==> src/rtl/seg_scan_controller.sv <==
// seg_scan_controller: time-multiplexed scan of a 4-digit seven-segment display.
// One nibble and one active-low anode are presented per digit slot, so a single
// segment decoder serves all four digits. Host writes are double-buffered and only
// reach the display at a frame boundary, and each slot opens with a blanking
// interval to suppress ghosting.
module seg_scan_controller #(
  parameter int CLK_DIV      = 100000,
  parameter int BLANK_CYCLES = 1000
) (
  input  logic        clk,
  input  logic        rst_n,
  input  logic        i_wr_en,
  input  logic [15:0] i_wr_data,
  input  logic [3:0]  i_digit_en,
  output logic [3:0]  o_anode,
  output logic [3:0]  o_disp_val,
  output logic        o_frame_done,
  output logic        o_pending
);

  localparam int CW = (CLK_DIV > 1) ? $clog2(CLK_DIV) : 1;
  localparam logic [CW-1:0] CNT_MAX = CW'(CLK_DIV - 1);
  localparam logic [CW-1:0] BLANK_LIM = CW'(BLANK_CYCLES);

  typedef enum logic {
    PH_BLANK = 1'b0,
    PH_DRIVE = 1'b1
  } PhaseT;

  logic [CW-1:0] r_cnt;
  logic [1:0]    r_idx;
  PhaseT         r_phase;
  logic          r_enQ;
  logic [15:0]   r_activeWord;
  logic [15:0]   r_pendingWord;
  logic          r_pending;

  logic [CW-1:0] w_cntNext;
  logic [1:0]    w_idxNext;
  PhaseT         w_phaseNext;
  logic          w_slotEnd;
  logic          w_boundary;

  // Scan state register: slot counter, digit index and blank/drive phase.
  always_ff @(posedge clk or negedge rst_n) begin
    if (!rst_n) begin
      r_cnt   <= '0;
      r_idx   <= 2'd0;
      r_phase <= PH_BLANK;
    end else begin
      r_cnt   <= w_cntNext;
      r_idx   <= w_idxNext;
      r_phase <= w_phaseNext;
    end
  end

  // Next-state decode plus all outputs, which depend on registered state only.
  always_comb begin
    w_slotEnd    = 1'b0;
    w_boundary   = 1'b0;
    w_cntNext    = r_cnt + 1'b1;
    w_idxNext    = r_idx;
    w_phaseNext  = PH_DRIVE;
    o_anode      = 4'b1111;
    o_disp_val   = 4'h0;
    o_frame_done = 1'b0;
    o_pending    = r_pending;

    if (r_cnt == CNT_MAX) begin
      w_slotEnd = 1'b1;
      w_cntNext = '0;
      w_idxNext = r_idx + 2'd1;
    end
    w_boundary = w_slotEnd && (r_idx == 2'd3);

    if (w_cntNext < BLANK_LIM) begin
      w_phaseNext = PH_BLANK;
    end

    if ((r_phase == PH_DRIVE) && r_enQ) begin
      o_anode = ~(4'b0001 << r_idx);
    end

    case (r_idx)
      2'd0:    o_disp_val = r_activeWord[3:0];
      2'd1:    o_disp_val = r_activeWord[7:4];
      2'd2:    o_disp_val = r_activeWord[11:8];
      default: o_disp_val = r_activeWord[15:12];
    endcase

    o_frame_done = w_boundary;
  end

  // Latch the digit enable once per slot so a mid-slot change cannot chop a digit.
  always_ff @(posedge clk or negedge rst_n) begin
    if (!rst_n) begin
      r_enQ <= 1'b0;
    end else if (r_cnt == '0) begin
      r_enQ <= i_digit_en[r_idx];
    end
  end

  // Double-buffered write path; a write landing on the boundary defers the swap a frame.
  always_ff @(posedge clk or negedge rst_n) begin
    if (!rst_n) begin
      r_activeWord  <= 16'h0000;
      r_pendingWord <= 16'h0000;
      r_pending     <= 1'b0;
    end else if (i_wr_en) begin
      r_pendingWord <= i_wr_data;
      r_pending     <= 1'b1;
    end else if (w_boundary && r_pending) begin
      r_activeWord <= r_pendingWord;
      r_pending    <= 1'b0;
    end
  end

endmodule

==> config.mk <==
export PLATFORM = sky130hd
export DESIGN_NAME = seg_scan_controller
export DESIGN_NICKNAME = d
export VERILOG_FILES = /design/src/rtl/seg_scan_controller.sv
export SDC_FILE = /design/constraint.sdc
export NUM_CORES = 1
export LEC_CHECK = 0
export BUFFER_PORTS_ARGS = -buffer_cell sky130_fd_sc_hd__buf_4
export CAP_MARGIN = 25
export CORE_ASPECT_RATIO = 1.1
export CORE_UTILIZATION = 35
export DETAILED_ROUTE_END_ITERATION = 10
export GPL_TIMING_DRIVEN = 0
export PLACE_DENSITY = 0.61
export SLEW_MARGIN = 20
export SYNTH_ARGS = -nofsm -noshare
export SYNTH_HDL_FRONTEND = slang
export SYNTH_SLANG_ARGS = --single-unit
==> constraint.sdc <==
create_clock -name clk -period 4.8 [get_ports clk]
set_input_delay 0.72 -clock clk [delete_from_list [all_inputs] [get_ports clk]]
set_output_delay 0.72 -clock clk [all_outputs]
set_load 0.02 [all_outputs]
==> results.md <==
- Pwr dens: 248.0 nW/um2
- Worst setup EP type: output port
- IO Pins: 33
- DR WL/cell: between 10 and 15 um
- 1st-pass router iterations: 5
- Share of cells above drive strength 1: 0.3296
- Synth warn: 0
- Global-route wire length before repair: between 8000 and 9000 um
- DR iter-0 viols: 86
- Final worst setup slack: between 1.5 and 2 ns
- Syn Area/Cell: 11.95 um2
- Clock power frac: 0.346
- GR Util met3: 0.02448
- Area leader, netlist: dfrtp_1
- Die ar.: 8143 um2
- CP Max Fanout: 9
- Switching pwr: about 0.19 mW
- Max-slew violations: 0
- Post-synthesis sequential area ratio: 0.4959
- Vias in the first global route: around 1800
- Worst Tran Pin Value: between 0.6 and 0.7 ns
- Vias per inst: 4.833
- Largest family of logic cells by synthesized area: multiplexers
- Xor and xnor fraction of the mapped netlist area: 0.05142
- GRT met1 Usage: 0.1848
- MaxCap Viol Count: 0
- Ys async rst share: 1.000
- Final setup vio count: 0
- PnR Total Power: slightly below 0.8 mW
- Fmax: about 350 MHz
- GRT busiest layer: met2
- I/O Buffers: 31
- Tmin final: ~2.8 ns
- Dpl ws: about 2.3 ns
- Yosys reg bits: 54
- Synth unique cells: 43
- Maximum VDD drop: 120.9 uV
- Yosys top cell area share: 0.4959
- Logic pwr share: 0.052
- Width of the die: about 86 um
- Clock-pin slew on the worst setup and hold paths: ~0.11 ns
- Total nets after synthesis: 258
- Final period util: 0.5899
- Status: complete, no violations
- RSZ-0062 raised after global routing: false
- Setup TNS: 0 ns
- Pleak: 1.496 nW
- Post-synth EDFFs: 0
- CTS tree: built
- Max clock buf depth: 2
- Hold Fails Final Rpt: 0
- Compound-gate portion of the synthesized area: 0.05326
- Cell Count, Final, Fillers Out: about 370
- CTS Sinks: 54
- Clock skew: roughly 0.0097 ns
- Utilization after layout: 0.4241
- Antenna violations before repair: 0
- PostCTS Resize Cnt: 0
- Worst-skew pair later-pin latency: slightly above 0.3 ns
- Post-CTS setup repair buffer count: 0
- # rows: 33
- Initial core utilization: 0.3626
- DR DRC count: 0
- Sequential share of power: 0.602
- HPWL after DPL: roughly 3800 um
- CTS Root Cell: clkbuf_8
- Synth area leaders: dfrtp_1, mux2_2, mux2_4
- Crit Path Category: register to output port
- Std-Cell Core Area: about 7500 um2
- HP Class: input port to async pin
- Int Pwr: 0.6025 mW
- Hold-fix buffers, CTS: 0
- Critical Path Start Type: register
- Via count: between 1500 and 2000
- Aggregate routed wire length: around 5300 um
- GP Congestion: ~0.8
- Synth Area in Simple Gates: 0.1423
- Gate Count Post-Synth: 228
- Remaining antenna violation count after routing: 0
- Largest net degree at the start of global routing: 55
- Max transition margin: 0.5508
- GRT Total Usage: 0.1411
- Final-stage net count: 296
- Die height: 94.55 um
- Area growth syn-to-layout: 16.94%
- Crit path DAT: between 2 and 2.5 ns
- Ant diodes: 0
- H-tree levels: 2
- GRT overflow: 0
- Post-synthesis mux area share: 0.1804
- CP Data Required Time: 4.08 ns
- TritonCTS Buffers: 5
- Synth Area in Adders: 0.03214
- Net Sw Frac: 0.2378
- Post-Syn Area: between 2000 and 3000 um2
- M2 GR Usage: 0.2407
- Inst Count DP: about 360
- Primary FF master, synth: dfrtp_1
## cells in the mapped netlist, drive strengths merged, types with 2 or more instances
cell	count
mux2i	6
xor2	5
dfrtp	54
o21bai	2
xnor2	11
o21ai	3
nand2	12
nor2b	3
nor4	5
a222oi	4
a21oi	4
clkbuf	4
nand4	5
and4	2
or4	2
nor2	13
ha	7
inv	12
nor3	6
buf	10
nand3	9
or3	2
mux2	33
## final cells by class
cell class / instances / area, um2
Buffer: 14 / 76.32
Clock buffer: 5 / 68.82
Clock inverter: 3 / 28.78
Fill cell: 739 / 4328
Inverter: 12 / 45.04
Multi-Input combinational cell: 148 / 1252
Sequential cell: 54 / 1351
Tap cell: 105 / 131.4
Timing Repair Buffer: 31 / 232.7
## critical path, stage by stage (launching register included)
cell	delay, ns
dfrtp_1	0.42
ha_1	0.16
buf_2	0.18
and4_1	0.25
nand2_1	0.12
nor4_1	0.43
buf_4	0.24
## logic make-up after synthesis
kind of cell / count (synthesis)
AND/OR/NAND/NOR: 65
AO/OA/AOI/OAI: 20
adder cells (fa/ha/maj): 7
buffers and inverters: 26
multiplexers: 40
XOR/XNOR: 16
flip-flops: 54
## sequential cells by signal, indices dropped and copies added, names as in the netlist
register,flops
r_pendingWord,16
r_enQ,1
r_phase,1
r_activeWord,16
o_pending,1
r_cnt,17
r_idx,2
## path summary, 6_finish.rpt
kind | end | slack [ns] | startpoint | depth (start not counted)
max in group asynchronous | r_pendingWord[11] | 3.91 | rst_n | 1
worst min-delay path | r_cnt[12] | 0.43 | rst_n | 1
worst max-delay path | o_frame_done | 1.97 | r_cnt[0] | 6
worst max register to register | r_activeWord[10] | 2.54 | r_cnt[0] | 8
worst min register to register | r_activeWord[14] | 0.51 | r_pendingWord[14] | 1
min in group clk | r_activeWord[14] | 0.51 | r_pendingWord[14] | 1
## layout by cell type, fill, tap and decap left out, drive strengths merged, types with 2 or more instances in the layout
| cell type | synthesis | final |
|---|---|---|
| mux2i | 6 | 6 |
| xnor2 | 11 | 11 |
| nor2b | 3 | 3 |
| clkbuf | 4 | 9 |
| and4 | 2 | 2 |
| inv | 12 | 14 |
| a222oi | 4 | 4 |
| o21ai | 3 | 3 |
| nand2 | 12 | 12 |
| nand3 | 9 | 9 |
| nor4 | 5 | 5 |
| nand4 | 5 | 5 |
| nor2 | 13 | 13 |
| ha | 7 | 7 |
| a21oi | 4 | 4 |
| o21bai | 2 | 2 |
| buf | 10 | 41 |
| or3 | 2 | 2 |
| mux2 | 33 | 33 |
| dfrtp | 54 | 54 |
| xor2 | 5 | 5 |
| or4 | 2 | 2 |
| nor3 | 6 | 6 |
## power by group through the flow
stage | combinational, mW | clock [mW] | sequential, mW
finish | 0.0412 | 0.274 | 0.476
global route | 0.0468 | 0.302 | 0.478
CTS | 0.0429 | 0.288 | 0.476
detailed placement | 0.0429 | 0 | 0.485
global placement | 0.0418 | 0 | 0.485
floorplan | 0.0182 | 0 | 0.482
## per-stage QoR
step                      hold slack (ns)  cell area [um2]
after floorplan                    0.4244             2725
after global placement             0.4878             3089
after detailed placement           0.4923             3089
after CTS                          0.4551             3187
after global routing               0.4904             3187
final                              0.4253             3187
## layer usage
layer,wire length [um],up-vias
met3,193,4
met1,2483,869
met2,2572,40
li1,-,885
met4,43,0
met5,0,-
Note: power is estimated with default switching activity, not from simulation.
